$ cat src/rtl/mips_mc_ctrl.sv
// mips_mc_ctrl: control FSM for a multicycle MIPS datapath (shared ALU, unified memory port).
// Optional MEM_WAIT_EN: FETCH, MEMRD and MEMWR stall until mem_ready.
module mips_mc_ctrl (
  input  logic       clk,
  input  logic       rst,
  input  logic [5:0] op,
  input  logic [5:0] funct,
  input  logic       zero,
  input  logic       neg,
  input  logic       mem_ready,
  output logic       pc_en,
  output logic       iord,
  output logic       mem_read,
  output logic       mem_write,
  output logic [1:0] mem_size,
  output logic       mem_unsigned,
  output logic       ir_write,
  output logic       reg_dst,
  output logic       mem_to_reg,
  output logic       reg_write,
  output logic [1:0] alu_src_a,
  output logic [1:0] alu_src_b,
  output logic       ext_zero,
  output logic [1:0] pc_src,
  output logic [3:0] alu_ctrl,
  output logic [3:0] state,
  output logic       illegal
);
  typedef enum logic [3:0] {
    FETCH, DECODE, MEMADR, MEMRD, MEMWB, MEMWR, EXEC, ALUWB,
    BRANCH, IEXEC, IWB, JUMP, JREG
  } state_t;
  state_t st;
  logic rdy;
`ifdef MEM_WAIT_EN
  assign rdy = mem_ready;
`else
  logic unused_mem_ready;
  assign unused_mem_ready = mem_ready;
  assign rdy = 1'b1;
`endif
  logic is_load, is_store, is_r, is_jr, is_br, is_imm, is_j, is_ext, r_ok, legal, cond;
  logic [3:0] r_code, i_code;
  assign is_load  = op inside {6'h20, 6'h21, 6'h23, 6'h24, 6'h25};
  assign is_store = op inside {6'h28, 6'h29, 6'h2b};
  assign is_r     = op == 6'h00;
  assign is_jr    = funct == 6'h08;
  assign is_br    = op[5:2] == 4'b0001;
  assign is_imm   = op[5:3] == 3'b001;
  assign is_j     = op == 6'h02;
  assign is_ext   = op inside {6'h0c, 6'h0d, 6'h0e};
  assign legal    = is_load | is_store | (is_r & (is_jr | r_ok)) | is_br | is_imm | is_j;
  assign cond     = op[1] ? (op[0] ? (!zero & !neg) : (zero | neg)) : (op[0] ? !zero : zero);
  always_comb begin
    r_ok = 1'b1;
    r_code = 4'd0;
    case (funct)
      6'h00, 6'h04: r_code = 4'd8;
      6'h02, 6'h06: r_code = 4'd9;
      6'h03, 6'h07: r_code = 4'd10;
      6'h20, 6'h21: r_code = 4'd0;
      6'h22, 6'h23: r_code = 4'd1;
      6'h24:        r_code = 4'd2;
      6'h25:        r_code = 4'd3;
      6'h26:        r_code = 4'd4;
      6'h27:        r_code = 4'd5;
      6'h2a:        r_code = 4'd6;
      6'h2b:        r_code = 4'd7;
      default:      r_ok = 1'b0;
    endcase
  end
  always_comb begin
    case (op[2:0])
      3'd2:    i_code = 4'd6;
      3'd3:    i_code = 4'd7;
      3'd4:    i_code = 4'd2;
      3'd5:    i_code = 4'd3;
      3'd6:    i_code = 4'd4;
      3'd7:    i_code = 4'd11;
      default: i_code = 4'd0;
    endcase
  end
  always_ff @(posedge clk) begin
    if (rst) st <= FETCH;
    else case (st)
      FETCH:   st <= rdy ? DECODE : FETCH;
      DECODE:  st <= (is_load | is_store) ? MEMADR :
                     is_r ? (is_jr ? JREG : r_ok ? EXEC : FETCH) :
                     is_br ? BRANCH : is_imm ? IEXEC : is_j ? JUMP : FETCH;
      MEMADR:  st <= is_load ? MEMRD : MEMWR;
      MEMRD:   st <= rdy ? MEMWB : MEMRD;
      MEMWR:   st <= rdy ? FETCH : MEMWR;
      EXEC:    st <= ALUWB;
      IEXEC:   st <= IWB;
      default: st <= FETCH;
    endcase
  end
  assign state = st;
  always_comb begin
    pc_en = 1'b0;
    iord = 1'b0;
    mem_read = 1'b0;
    mem_write = 1'b0;
    ir_write = 1'b0;
    reg_dst = 1'b0;
    mem_to_reg = 1'b0;
    reg_write = 1'b0;
    alu_src_a = 2'b00;
    alu_src_b = 2'b00;
    ext_zero = 1'b0;
    pc_src = 2'b00;
    alu_ctrl = 4'd0;
    illegal = 1'b0;
    case (st)
      FETCH:   begin mem_read = 1'b1; ir_write = rdy; pc_en = rdy; alu_src_b = 2'b01; end
      DECODE:  begin alu_src_b = 2'b11; illegal = !legal; end
      MEMADR:  begin alu_src_a = 2'b01; alu_src_b = 2'b10; end
      MEMRD:   begin iord = 1'b1; mem_read = 1'b1; end
      MEMWB:   begin mem_to_reg = 1'b1; reg_write = 1'b1; end
      MEMWR:   begin iord = 1'b1; mem_write = 1'b1; end
      EXEC:    begin alu_src_a = (funct[5:2] == 4'd0) ? 2'b10 : 2'b01; alu_ctrl = r_code; end
      ALUWB:   begin reg_dst = 1'b1; reg_write = 1'b1; end
      BRANCH:  begin alu_src_a = 2'b01; alu_ctrl = 4'd1; pc_src = 2'b01; pc_en = cond; end
      IEXEC:   begin alu_src_a = 2'b01; alu_src_b = 2'b10; ext_zero = is_ext; alu_ctrl = i_code; end
      IWB:     begin reg_write = 1'b1; ext_zero = is_ext; end
      JUMP:    begin pc_src = 2'b10; pc_en = 1'b1; end
      JREG:    begin pc_src = 2'b11; pc_en = 1'b1; end
      default: ;
    endcase
    mem_size = (st inside {MEMRD, MEMWB, MEMWR}) ? ((op[1:0] == 2'b11) ? 2'b10 : op[1:0]) : 2'b00;
    mem_unsigned = (st inside {MEMRD, MEMWB, MEMWR}) & op[2];
    if (rst) begin
      pc_en = 1'b0;
      mem_read = 1'b0;
      mem_write = 1'b0;
      ir_write = 1'b0;
      reg_write = 1'b0;
      illegal = 1'b0;
    end
  end
endmodule

$ cat config.mk
export PLATFORM = sky130hd
export DESIGN_NAME = mips_mc_ctrl
export DESIGN_NICKNAME = d
export VERILOG_FILES = /design/src/rtl/mips_mc_ctrl.sv
export SDC_FILE = /design/constraint.sdc
export NUM_CORES = 1
export LEC_CHECK = 0
export CAP_MARGIN = 20
export CORE_MARGIN = 8
export CORE_UTILIZATION = 39
export DETAILED_ROUTE_END_ITERATION = 6
export GPL_ROUTABILITY_DRIVEN = 0
export GPL_TIMING_DRIVEN = 0
export PLACE_DENSITY = 0.78
export SLEW_MARGIN = 40
export SYNTH_ARGS = -nofsm -noshare
export SYNTH_HDL_FRONTEND = slang
export SYNTH_SLANG_ARGS = --single-unit
$ cat constraint.sdc
create_clock -name clk -period 3.3 [get_ports clk]
set_clock_uncertainty 0.2 [all_clocks]
set_input_delay 0.99 -clock clk [delete_from_list [all_inputs] [get_ports clk]]
set_output_delay 0.99 -clock clk [all_outputs]
set_load 0.02 [all_outputs]
==> Word-level counts from Yosys, hierarchy flattened <==
Index checks and enable logic that the tools add are counted.
{ "classes": {"bitwise_logic": 10, "n_eq_ne": 49, "n_reduce_logical": 23, "n_mux": 38} }
{ "ops": {"columns": ["cell", "count"], "rows": [
  ["equality test 6 bit, second input constant", 18],
  ["one-hot mux 4 bit (6 select lines)", 2],
  ["one-hot mux 4 bit (10 select lines)", 1],
  ["equality test 6 x 4 -> 1 bit, second input constant", 4],
  ["2-to-1 mux 4 bit", 6],
  ["equality test 4 bit, second input constant", 5],
  ["2-to-1 mux 1 bit", 19],
  ["equality test 6 x 2 -> 1 bit, second input constant", 3],
  ["equality test 6 x 3 -> 1 bit, second input constant", 3],
  ["equality test 4 x 3 -> 1 bit, second input constant", 4],
  ["OR reduction 16 bit", 1],
  ["OR reduction 2 bit", 8],
  ["equality test 3 bit, second input constant", 4],
  ["logical NOT 6 bit", 2],
  ["one-hot mux 2 bit (3 select lines)", 2],
  ["one-hot mux 4 bit (3 select lines)", 1],
  ["nonzero test 3 bit", 3],
  ["OR reduction 3 bit", 3],
  ["equality test 4 x 1 -> 1 bit, second input constant", 2],
  ["equality test 4 x 2 -> 1 bit, second input constant", 2],
  ["logical NOT 4 bit", 2],
  ["OR 1 bit", 7],
  ["equality test 3 x 2 -> 1 bit, second input constant", 2],
  ["2-to-1 mux 2 bit", 3],
  ["8 further kinds", 13]
]} }
{ "totals": {"word_cells": 121, "input_bits": 17, "ff_bits": 4, "out_inout_bits": 27} }

==> Logic depth before layout (Yosys ltp) <==
{ "logic_depth": {"depth_word": 12, "depth_mapped": 6, "mapped_depth_nobuf": 5} }

==> Worst setup path before layout <==
OpenSTA, ideal clock, no wires.
{ "synth_path": {"kind": "input to output", "start": "input funct[1]", "end": "output illegal", "cell_stages": 5, "n_path_buf": 1, "slack_ps": -475, "t_arrival_ps": 2585, "cell_sequence": "clkbuf_1 -> nor2b_1 -> o21a_1 -> nor3_1 -> a2111oi_0"} }
{ "synth_between": {"elab_chain_cells": 12, "word_cells_on_any_way": 28, "classes_between": "eq/ne: 16; mux: 3; bitwise: 6; reduce/logical: 3"} }
{ "synth_lines": {"columns": ["element", "line_no", "text"], "rows": [
  ["start, declared", "7", "input logic [5:0] funct,"],
  ["equality test 6 bit, or another cell as far along", "57", "case (funct)"],
  ["OR reduction 16 bit (no source line)", null, null],
  ["2-to-1 mux 1 bit", "57", null],
  ["OR 1 bit (*)", "52", "assign legal = is_load | is_store | (is_r & (is_jr | r_ok)) | is_br | is_imm | is_j;"],
  ["bitwise AND 1 bit (*)", "52", null],
  ["OR 1 bit (*) (4 in series)", "52", null],
  ["logical NOT 1 bit (*)", "116", "DECODE: begin alu_src_b = 2'b11; illegal = !legal; end"],
  ["2-to-1 mux 1 bit (*)", "114", "case (st)"],
  ["2-to-1 mux 1 bit (*)", "132", "if (rst) begin"],
  ["end, declared", "27", "output logic illegal"]
]} }
Mark *: on every way between the ends. The rest lies on a longest branch, timed or not.

==> Final worst setup path <==
{ "layout_path": {"start": "input op[1]", "end": "output pc_en"} }
{ "layout_between": {"elab_chain_cells": 3} }
{ "layout_lines": {"columns": ["element", "line_no", "text"], "rows": [
  ["start, declared", "6", "input logic [5:0] op,"],
  ["2-to-1 mux 1 bit", "53", "assign cond = op[1] ? (op[0] ? (!zero & !neg) : (zero | neg)) : (op[0] ? !zero : zero);"],
  ["one-hot mux 1 bit (2 select lines)", "114", null],
  ["2-to-1 mux 1 bit", "132", null],
  ["end, declared", "11", "output logic pc_en,"]
]} }
No other way between the ends.

==> flow_summary.toml <==
[sta]
hold_viol = 0
fmaxAchievable_mhz = 302
tightest_slew_ns = 0.358
rsz0062_at_grt = "true"
min_period_ns = 3.31
slew_headroom_pct = 76.1
finalMaxSlewViolations = 0
finalCritPeriodShare_pct = 100
setup_tns_ns = -0.00780
setup_viol = 1
timing.final.ws_setup_ns = -0.00780
whs_ns = 0.581

[cts]
hold_buffers = 0
cts_sinks = 4
cts_root_buf = "clkbuf_4"
worst_skew_pair.late_latency_ns = 0.23
cts_tree = "yes"
cts_buffers = 3
cts.path.max_buffers = 2
cts.clk_slew.worst_paths_ns = 0.04
htreeDepth = 1

[route]
drt-initial-drc-count = 101
firstDrtPassIters = 4
drc = 0
vias = 1259
wirelength_um = 3620
viasPerCell = 6.05
antenna_left = 0
post_drt_wl_per_cell_um = 17.4

[global_route]
grt_util_all_layers_pct = 16.7
grt_pass1_vias = 1146
grt_pass1_wl_um = 4970
grt.overflow.total = 0
grt_start_max_net_pins = 13
antenna_found_initial = 0

[placement]
dp.cells = 197
hpwl_um = 2380
portBuffers = 40

[power_and_ir_drop]
ir_drop_mv = 0.262
p_leak_nw = 0.607
power_density_mw_per_mm2 = 194

[flow_run]
maxCapViolCount = 0

[run_status]
violations = "negative setup slack"
status = "finished, violations left"

[critical_path]
cp_max_fo = 6
critical_path_class = "primary input to output pin"
crit_path_end_kind = "output pin"
worstPathRequired_ns = 2.11
worst-r2r-setup-slack_ns = 1.43
start_kind = "primary input"
cp.arrival_ns = 2.12

[logic_synthesis]
synth.avg_cell_area_um2 = 6.19
ys_ff_latch = 4
synth_top_flop_cell = "dfxtp_1"
synth.yosys.warnings = 0
synth_cell_types = 38
synth_enable_flop_cells = 0
async_flop_share_pct = 0
syn-num-nets = 147
ys_seq_area_share_pct = 9.95
synthCells = 130
synthesis.area_um2 = 805
yosys-top-cells-count = "14 x a21oi_1, 14 x nor2_1, 9 x nor3_1, 9 x o21ai_0"
synth_area_leaders = "dfxtp_1 10%, a21oi_1 8.7%, nor2_1 6.5%"
synth_top_area_share_pct = 9.95
synth_top_area_cell = "dfxtp_1"

[final_layout]
largest_reg_flops = 4
syn_to_final_growth_pct = 84.6
stdcell_count = 208
nets = 200
antenna_cells = 0
drive_gt1_share_pct = 37.0

[floorplanning]
start_util_pct = 41.0
die-area_mm2 = 0.00377
rows = 16
coreArea_mm2 = 0.00196
num_io_pins = 44
die_x_um = 61.4
die-height_um = 61.4

[worst_hold_path]
hp-class = "flop to flop"
report_power, final:
| group | total (mW) | switching [mW] | internal [mW] | leakage, nW |
|---|---|---|---|---|
| logic | 0.177 | 0.0971 | 0.0796 | 0.560 |
| registers | 0.0530 | 0.00190 | 0.0511 | 0.0326 |
| clock network | 0.0590 | 0.0184 | 0.0406 | 0.0138 |
| total | 0.289 | 0.117 | 0.171 | 0.607 |
stage by stage:
step / worst slack, ns / util, % / instance area [um2] / total power [mW]
2_1_floorplan: 0.0259 / - / 825 / 0.135
3_3_place_gp: -0.994 / 64.2 / 1260 / 0.193
3_5_place_dp: -1.01 / 64.2 / 1260 / 0.196
4_1_cts: -0.0956 / 69.1 / 1360 / 0.263
5_1_grt: -0.0743 / 75.7 / 1490 / 0.304
6_report: -0.00780 / 75.7 / 1490 / 0.289
final timing paths:
path              startpoint        to  depth (start not counted)
setup / recovery       op[1]     pc_en                          7
hold / removal      state[1]  state[2]                          4
setup reg to reg    state[0]  state[1]                          5
hold reg to reg     state[1]  state[2]                          4
cell usage in the layout (no fill, tap or decap), types with 3 or more instances in the layout:
| cell | Yosys | routed |
|---|---|---|
| a21oi_1 | 14 | 13 |
| a31oi_1 | 3 | 3 |
| buf_2 | 3 | 7 |
| buf_4 | 0 | 10 |
| buf_6 | 1 | 5 |
| buf_8 | 0 | 3 |
| clkbuf_2 | 0 | 6 |
| clkbuf_4 | 0 | 5 |
| clkdlybuf4s15_1 | 0 | 3 |
| clkdlybuf4s15_2 | 0 | 4 |
| clkdlybuf4s50_1 | 0 | 13 |
| dfxtp_1 | 4 | 4 |
| dlygate4sd2_1 | 0 | 5 |
| inv_1 | 7 | 6 |
| nand2_1 | 7 | 7 |
| nand2b_1 | 7 | 4 |
| nand2b_4 | 1 | 4 |
| nor2_1 | 14 | 11 |
| nor2b_1 | 5 | 3 |
| nor3_1 | 9 | 7 |
| nor4_1 | 6 | 5 |
| o21ai_0 | 9 | 5 |
| o21ai_1 | 0 | 4 |
what timing repair did:
item,CTS,global route
resized for setup,100,49
setup endpoints to repair,16,8
pin swaps,4,9
buffers inserted,4,5
layout make-up:
type                            instances  area (um2)
Clock buffer                            3        22.5
Buffer                                 10        87.6
Multi-Input combinational cell        108         803
Timing Repair Buffer                   49         432
Fill cell                             154         477
Inverter                                7        26.3
Tap cell                               27        33.8
Sequential cell                         4        80.1
layer usage:
layer / vias to the layer above / GRT usage (%) / wire length [um]
met4: 0 / 4.22 / 85
met1: 590 / 19.0 / 1430
li1: 580 / - / -
met5: - / 0 / 0
met3: 14 / 3.34 / 280
met2: 75 / 30.4 / 1830
worst max-delay path: stages:
cell and delay (ns):
buf_8 0.11, buf_8 0.13, a21oi_4 0.16, xnor2_2 0.10, a2111oi_2 0.35, o21ba_2 0.18, buf_6 0.11
cell families (layout without fill, tap and decap cells):
logic type	Yosys count	count (layout)	synth area share [%]
buffers and inverters	18	69	9.80
AND/OR/NAND/NOR	62	62	42.5
XOR/XNOR	3	3	3.27
flip-flops	4	4	9.95
AO/OA/AOI/OAI	42	42	33.3
multiplexers	1	1	1.24
(Power assumes the default switching activity.)
